$ cat config.mk
export PLATFORM = sky130hd
export DESIGN_NAME = ball_motion
export DESIGN_NICKNAME = d
export VERILOG_FILES = /design/src/rtl/ball_motion.sv
export SDC_FILE = /design/constraint.sdc
export NUM_CORES = 1
export LEC_CHECK = 0
export ABC_AREA = 1
export BUFFER_PORTS_ARGS = -buffer_cell sky130_fd_sc_hd__buf_4
export CAP_MARGIN = 0
export CORE_ASPECT_RATIO = 1.4
export CORE_UTILIZATION = 40
export CTS_BUF_LIST = sky130_fd_sc_hd__clkbuf_4 sky130_fd_sc_hd__clkbuf_8
export DETAILED_ROUTE_END_ITERATION = 12
export GPL_ROUTABILITY_DRIVEN = 0
export GPL_TIMING_DRIVEN = 0
export PLACE_DENSITY = 0.65
export SYNTH_ARGS = -nofsm -noshare
export SYNTH_HDL_FRONTEND = slang
export SYNTH_SLANG_ARGS = --single-unit
$ cat constraint.sdc
create_clock -name clock -period 2.9 [get_ports clock]
set_input_delay 0.145 -clock clock [delete_from_list [all_inputs] [get_ports clock]]
set_output_delay 0.145 -clock clock [all_outputs]
set_load 0.01 [all_outputs]
$ cat src/rtl/ball_motion.sv
// Breakout ball engine: owns ball position/direction and reflects off walls, paddle and bricks.
// Optional BALL_SPEEDUP_EN: every 4th brick hit halves the tick period, floored at STEP_DIV>>2.
module ball_motion #(
  parameter int R_BALL     = 8,
  parameter int H_BAR      = 8,
  parameter int W_BAR      = 64,
  parameter int Y_BAR      = 440,
  parameter int STEP_DIV   = 250000,
  parameter int HOLD_TICKS = 4
) (
  input  logic       clock,
  input  logic       reset,
  input  logic       start,
  input  logic       endgame,
  input  logic [9:0] x_bar,
  input  logic       hit_u,
  input  logic       hit_d,
  input  logic       hit_l,
  input  logic       hit_r,
  output logic [9:0] x_ball,
  output logic [9:0] y_ball,
  output logic [9:0] next_x,
  output logic [9:0] next_y,
  output logic       dir_x,
  output logic       dir_y,
  output logic       lost,
  output logic       bounced
);

  typedef enum logic [1:0] {S_IDLE, S_MOVE, S_HOLD, S_LOST} state_t;

  localparam int CNT_W  = $clog2(STEP_DIV + 1);
  localparam int HOLD_W = $clog2(HOLD_TICKS + 1);

  localparam logic [CNT_W-1:0]  C_STEP     = CNT_W'(STEP_DIV);
  localparam logic [HOLD_W-1:0] C_HOLD_END = HOLD_W'(HOLD_TICKS - 1);
  localparam logic [9:0]  C_X_MIN    = 10'(R_BALL);
  localparam logic [9:0]  C_X_MAX    = 10'(639 - R_BALL);
  localparam logic [9:0]  C_Y_MIN    = 10'(R_BALL);
  localparam logic [9:0]  C_Y_LOST   = 10'(479 - R_BALL);
  localparam logic [9:0]  C_Y_START  = 10'(Y_BAR - H_BAR - R_BALL);
  localparam logic [9:0]  C_Y_BAR    = 10'(Y_BAR);
  localparam logic [10:0] C_PAD_TOP  = 11'(Y_BAR - H_BAR);
  localparam logic [10:0] C_W_BAR    = 11'(W_BAR);
  localparam logic [10:0] C_R_BALL   = 11'(R_BALL);
  localparam logic [10:0] C_X_SCREEN = 11'd639;

  state_t             r_state;
  logic [CNT_W-1:0]   r_tickCnt;
  logic [HOLD_W-1:0]  r_holdCnt;
  logic [9:0]         r_xBall;
  logic [9:0]         r_yBall;
  logic               r_dirX;
  logic               r_dirY;
  logic               r_lost;
  logic               r_bounced;
  logic               r_startPrev;

  logic [CNT_W-1:0]   w_period;
  logic [CNT_W-1:0]   w_periodM1;
  logic               w_inFlight;
  logic               w_tick;
  logic               w_brickEn;
  logic               w_brickAny;
  logic [10:0]        w_xExt;
  logic [10:0]        w_barExt;
  logic [10:0]        w_padLeft;
  logic [10:0]        w_padRightSum;
  logic [10:0]        w_padRight;
  logic [10:0]        w_yBottom;
  logic               w_paddle;
  logic               w_padTaken;
  logic               w_newDirX;
  logic               w_newDirY;
  logic [9:0]         w_newX;
  logic [9:0]         w_newY;

`ifdef BALL_SPEEDUP_EN
  logic [2:0] r_hitCnt;
  logic [1:0] r_speed;

  assign w_period = C_STEP >> r_speed;
`else
  assign w_period = C_STEP;
`endif

  assign w_periodM1 = w_period - CNT_W'(1);
  assign w_inFlight = (r_state == S_MOVE) || (r_state == S_HOLD);
  // ">=" keeps the tick alive if the period shrinks below the running count
  assign w_tick     = w_inFlight && !endgame && (r_tickCnt >= w_periodM1);

  assign w_brickEn  = (r_state == S_MOVE);
  assign w_brickAny = w_brickEn && (hit_u || hit_d || hit_l || hit_r);

  assign w_xExt        = {1'b0, r_xBall};
  assign w_barExt      = {1'b0, x_bar};
  assign w_padLeft     = (w_barExt >= C_W_BAR) ? (w_barExt - C_W_BAR) : 11'd0;
  assign w_padRightSum = w_barExt + C_W_BAR;
  assign w_padRight    = (w_padRightSum > C_X_SCREEN) ? C_X_SCREEN : w_padRightSum;
  assign w_yBottom     = {1'b0, r_yBall} + C_R_BALL;

  assign w_paddle = r_dirY && (w_yBottom >= C_PAD_TOP) && (r_yBall <= C_Y_BAR) &&
                    (w_xExt >= w_padLeft) && (w_xExt <= w_padRight);

  // Per-axis priority: wall, then brick face, then paddle
  always_comb begin
    w_newDirX = r_dirX;
    if (r_xBall <= C_X_MIN)
      w_newDirX = 1'b1;
    else if (r_xBall >= C_X_MAX)
      w_newDirX = 1'b0;
    else if (w_brickEn && hit_l)
      w_newDirX = 1'b0;
    else if (w_brickEn && hit_r)
      w_newDirX = 1'b1;
  end

  always_comb begin
    w_newDirY  = r_dirY;
    w_padTaken = 1'b0;
    if (r_yBall <= C_Y_MIN)
      w_newDirY = 1'b1;
    else if (w_brickEn && hit_u)
      w_newDirY = 1'b0;
    else if (w_brickEn && hit_d)
      w_newDirY = 1'b1;
    else if (w_paddle) begin
      w_newDirY  = 1'b0;
      w_padTaken = 1'b1;
    end
  end

  assign w_newX = w_newDirX ? (r_xBall + 10'd1) : (r_xBall - 10'd1);
  assign w_newY = w_newDirY ? (r_yBall + 10'd1) : (r_yBall - 10'd1);

  always_ff @(posedge clock) begin
    if (!reset)
      r_tickCnt <= '0;
    else if (endgame)
      r_tickCnt <= r_tickCnt;
    else if (!w_inFlight || w_tick)
      r_tickCnt <= '0;
    else
      r_tickCnt <= r_tickCnt + CNT_W'(1);
  end

  always_ff @(posedge clock) begin
    if (!reset) begin
      r_state     <= S_IDLE;
      r_holdCnt   <= '0;
      r_xBall     <= x_bar;
      r_yBall     <= C_Y_START;
      r_dirX      <= 1'b1;
      r_dirY      <= 1'b0;
      r_lost      <= 1'b0;
      r_bounced   <= 1'b0;
      r_startPrev <= 1'b0;
`ifdef BALL_SPEEDUP_EN
      r_hitCnt    <= '0;
      r_speed     <= '0;
`endif
    end else begin
      r_bounced   <= 1'b0;
      r_startPrev <= start;
      if (!endgame) begin
        case (r_state)
          S_IDLE: begin
            r_xBall   <= x_bar;
            r_yBall   <= C_Y_START;
            r_dirX    <= 1'b1;
            r_dirY    <= 1'b0;
            r_lost    <= 1'b0;
            r_holdCnt <= '0;
`ifdef BALL_SPEEDUP_EN
            r_hitCnt  <= '0;
            r_speed   <= '0;
`endif
            if (start)
              r_state <= S_MOVE;
          end
          S_MOVE, S_HOLD: begin
            if (w_tick) begin
              if (r_yBall >= C_Y_LOST) begin
                r_state <= S_LOST;
                r_lost  <= 1'b1;
              end else begin
                r_dirX  <= w_newDirX;
                r_dirY  <= w_newDirY;
                r_xBall <= w_newX;
                r_yBall <= w_newY;
                if (r_state == S_MOVE) begin
                  if (w_brickAny || w_padTaken) begin
                    r_state   <= S_HOLD;
                    r_holdCnt <= '0;
                  end
                  if (w_brickAny) begin
                    r_bounced <= 1'b1;
`ifdef BALL_SPEEDUP_EN
                    if (r_hitCnt == 3'd3) begin
                      r_hitCnt <= '0;
                      if (r_speed != 2'd2)
                        r_speed <= r_speed + 2'd1;
                    end else begin
                      r_hitCnt <= r_hitCnt + 3'd1;
                    end
`endif
                  end
                end else begin
                  if (w_padTaken)
                    r_holdCnt <= '0;
                  else if (r_holdCnt == C_HOLD_END) begin
                    r_state   <= S_MOVE;
                    r_holdCnt <= '0;
                  end else
                    r_holdCnt <= r_holdCnt + HOLD_W'(1);
                end
              end
            end
          end
          S_LOST: begin
            r_lost <= 1'b1;
            if (start && !r_startPrev) begin
              r_state <= S_IDLE;
              r_lost  <= 1'b0;
            end
          end
          default: r_state <= S_IDLE;
        endcase
      end
    end
  end

  assign x_ball  = r_xBall;
  assign y_ball  = r_yBall;
  assign dir_x   = r_dirX;
  assign dir_y   = r_dirY;
  assign lost    = r_lost;
  assign bounced = r_bounced;
  assign next_x  = r_dirX ? (r_xBall + 10'd1) : (r_xBall - 10'd1);
  assign next_y  = r_dirY ? (r_yBall + 10'd1) : (r_yBall - 10'd1);

endmodule
==> results.md <==
* Rel. slew slack at 52.0%
* # hold bufs at CTS at 0
* Finished Core Util at 50.3%
* Pwr Density at 835 nW/um^2
* Port Buffers at 60
* Number of synthesized flops with an enable pin at 10
* Lkg Pwr at 2.55 nW
* Worst setup SP type: primary input
* Psw at 2.14 mW
* DP HPWL at 9220 um
* Antenna diodes at 0
* Global-route wire length before repair at 19800 um
* Seq cells post-synth at 48
* Vias in the first global route at 4363
* Hold Fails Final Rpt at 0
* Slew Viols, Final at 0
* Area of the multi-input gates at 2930 um^2
* Switching part of the total at 49.0%
* Setup Skew at 0.00259 ns
* Final critical-path share of the clock period at 96.3%
* Crit end category: flop
* Seq pwr share at 24.5%
* Gr usage total at 22.6%
* Synth Warn # at 0
* DR WL/cell at 13.9 um
* Clock buffer count from CTS at 5
* Clock share of power at 11.9%
* Share of cells above drive strength 1 at 17.1%
* # H-tree levels at 2
* Final ANT Viol Nets at 0
* Root cell of the clock tree: clkbuf_8
* Worst-path cell chain: buf_6 > clkinvlp_4 > ha_4 > a31oi_1 > a31oi_1 > o21ai_1 > nand2_2 > nor2_1 > ha_1 > a21oi_2 > o21ai_0 > nand3_1 > nand3_2 > nand2_2 > inv_2 > nor2_4 > nand2_1 > nand2_1 > nand2_2 > nand2_4 > clkbuf_16 > nand3_1 > nand3_1 > o21ai_1
* Crit path DAT at 3.01 ns
* GRT overflow at 0
* RR Startpoint: r_state[0]
* Synth top area cells: dfxtp_1 (18%), nand2_1 (14%), ha_1 (11%), edfxtp_1 (7.0%), nor2_1 (7.0%)
* First-pass DRT Iterations at 7
* Hold path cells at 3
* Initial DRC count at 208
* Synth Flop Type: dfxtp_1
* Final WS setup at 0.107 ns
* Setup CP Type: primary input to flop
* Critical-path maximum fanout at 8
* CTS tree: yes
* Placeable Area at 10400 um^2
* RSZ-0062 raised after global routing: true
* Post-synthesis cell type count at 39
* Worst hold path type: primary input to flop
* Clk sinks at 48
* Outcome: finished clean
* Area of the die at 11200 um^2
* FFs w/ async S/R, synth at 0%
* Mapped Nets at 717
* Filler cells at 1071
* Final setup violating endpoints at 0
* Top cell type's share of synthesized area at 17.7%
* FF-to-FF path depth at 12
* Clock Latency Late Sink at 0.32 ns
* WHS at 0.0191 ns
* Cell Int Power at 2.23 mW
* Starting Density at 41.3%
* Syn Area/Cell at 6.51 um^2
* Pin count of the biggest net entering global routing at 20
* Synth cell count leaders: nand2_1 (164), nor2_1 (80), inv_1 (70)
* Num rows at 44
* CTS Buffer Depth at 2
* Area Growth Syn to Fin at 21.9%
* Worst path max stage delay at 0.26 ns
* Die X at 89.6 um
* Fmax at 0.358 GHz
* Synth Cell Area at 4300 um^2
* Register cell area after layout at 1060 um^2
* Place WS at -0.407 ns
* FF-to-FF setup slack at 0.28 ns
* DRT Wirelength at 12200 um
* Via density at 5.19
* Top Ports at 62
* Most frequent cell after synthesis: nand2_1
* WHS Endpoint: r_startPrev
* Critical R2R Capture: x_ball[8]
* DRC viols at 0
* Die height at 125 um
* Sequential share of the synthesized area at 24.7%
* Initial antenna violation count at 0
* CP required at 3.11 ns
* Vias at 4548
* Max Cap Viol at 0
* Final min period at 2.79 ns
* Worst path slowest cell: ha_4
* Mapped Cells at 660
* Slew @ Worst Pin at 0.715 ns
* Hold_sp: start
* Maximum vdd drop at 0.000333 V
* Combinational power share at 63.6%
* Clock slew at reported path FFs at 0.10 ns
* Nets at 795
* Top cell type by total area after synthesis: dfxtp_1
## layer usage
metal | up-vias | GRT usage (%) | wire length, um
li1 | 2306 | - | -
met1 | 2099 | 25.7 | 5010
met2 | 121 | 41.6 | 6450
met3 | 22 | 2.58 | 432
met4 | 0 | 8.12 | 294
met5 | - | 0 | 0
## worst max-delay path, delay by kind of cell
family | cells | cell delay, ns
buffers and inverters | 4 | 0.43
AOI/OAI and AO/OA | 6 | 0.71
and+or+nand+nor | 12 | 1.18
adders and majority gates | 2 | 0.52
## worst max-delay path by stage
stage                          start        end  slack [ns]  cells after the start
after floorplan             x_bar[6]  y_ball[1]        0.27                     23
after global placement      x_bar[6]  y_ball[5]       -0.35                     25
after detailed placement    x_bar[6]  y_ball[5]       -0.41                     25
after CTS                 r_state[0]  x_ball[8]        0.04                     12
after global routing        x_bar[7]  y_ball[9]       -0.06                     25
final                       x_bar[7]  y_ball[1]        0.11                     24
## power by group through the flow
| stage | registers, mW | clock network, mW | logic [mW] |
|---|---|---|---|
| CTS | 1.09 | 0.537 | 2.63 |
| floorplan | 1.08 | 0 | 1.67 |
| finish | 1.07 | 0.522 | 2.78 |
| detailed placement | 1.10 | 0 | 2.60 |
| global route | 1.10 | 0.561 | 3.15 |
| global placement | 1.10 | 0 | 2.54 |
## sequential cells by signal (all words and copies together) (netlist names)
register,cells
bounced,1
dir_x,1
dir_y,1
lost,1
r_holdCnt,3
r_startPrev,1
r_state,2
r_tickCnt,18
x_ball,10
y_ball,10
## logic make-up after synthesis
family	share of synthesized area, %
simple gates	34.7
buf+inv	8.79
compound gates	11.1
flops	24.7
xor+xnor	8.15
fa+ha+maj	11.4
mux	1.19
## through the flow
stage | cells | cell area [um^2] | power [mW] | setup TNS (ns)
4_1_cts | 866 | 5040 | 4.25 | 0
6_report | 877 | 5240 | 4.37 | 0
2_1_floorplan | 660 | 4300 | 2.75 | 0
5_1_grt | 877 | 5240 | 4.80 | -0.331
3_3_place_gp | 858 | 4920 | 3.64 | -4.41
3_5_place_dp | 858 | 4920 | 3.70 | -5.34
## what timing repair did
item	in CTS	in global routing
gates resized for setup	2	26
pin swaps	0	12
endpoints found under the setup margin	10	27
gates cloned	0	1
endpoints found under the hold margin	0	0
buffers inserted	0	10
## cells in the final DEF, fill, tap and decap left out, types with 6 or more instances in the layout
cell type,Yosys,routed
nor2_1,80,77
nand2_1,164,161
xnor2_1,7,7
inv_1,70,66
buf_4,0,67
inv_2,7,9
o21ai_1,9,10
dfxtp_1,38,38
a21oi_1,28,27
nand3_1,49,48
edfxtp_1,10,10
nand4_1,13,13
ha_1,39,37
nor3_1,13,11
o21ai_0,34,33
nor2_2,4,6
clkbuf_1,11,11
xor2_1,33,33
## final cells by class
type	count	area share [%]
plain buffers	18	1.89
multi-input cells	517	55.9
flip-flops and latches	48	20.3
clock buffers	5	1.31
inverters	77	5.66
well taps	138	3.30
clock inverters	3	0.908
repair buffers	71	10.7
Note: power is estimated with default switching activity, not from simulation.
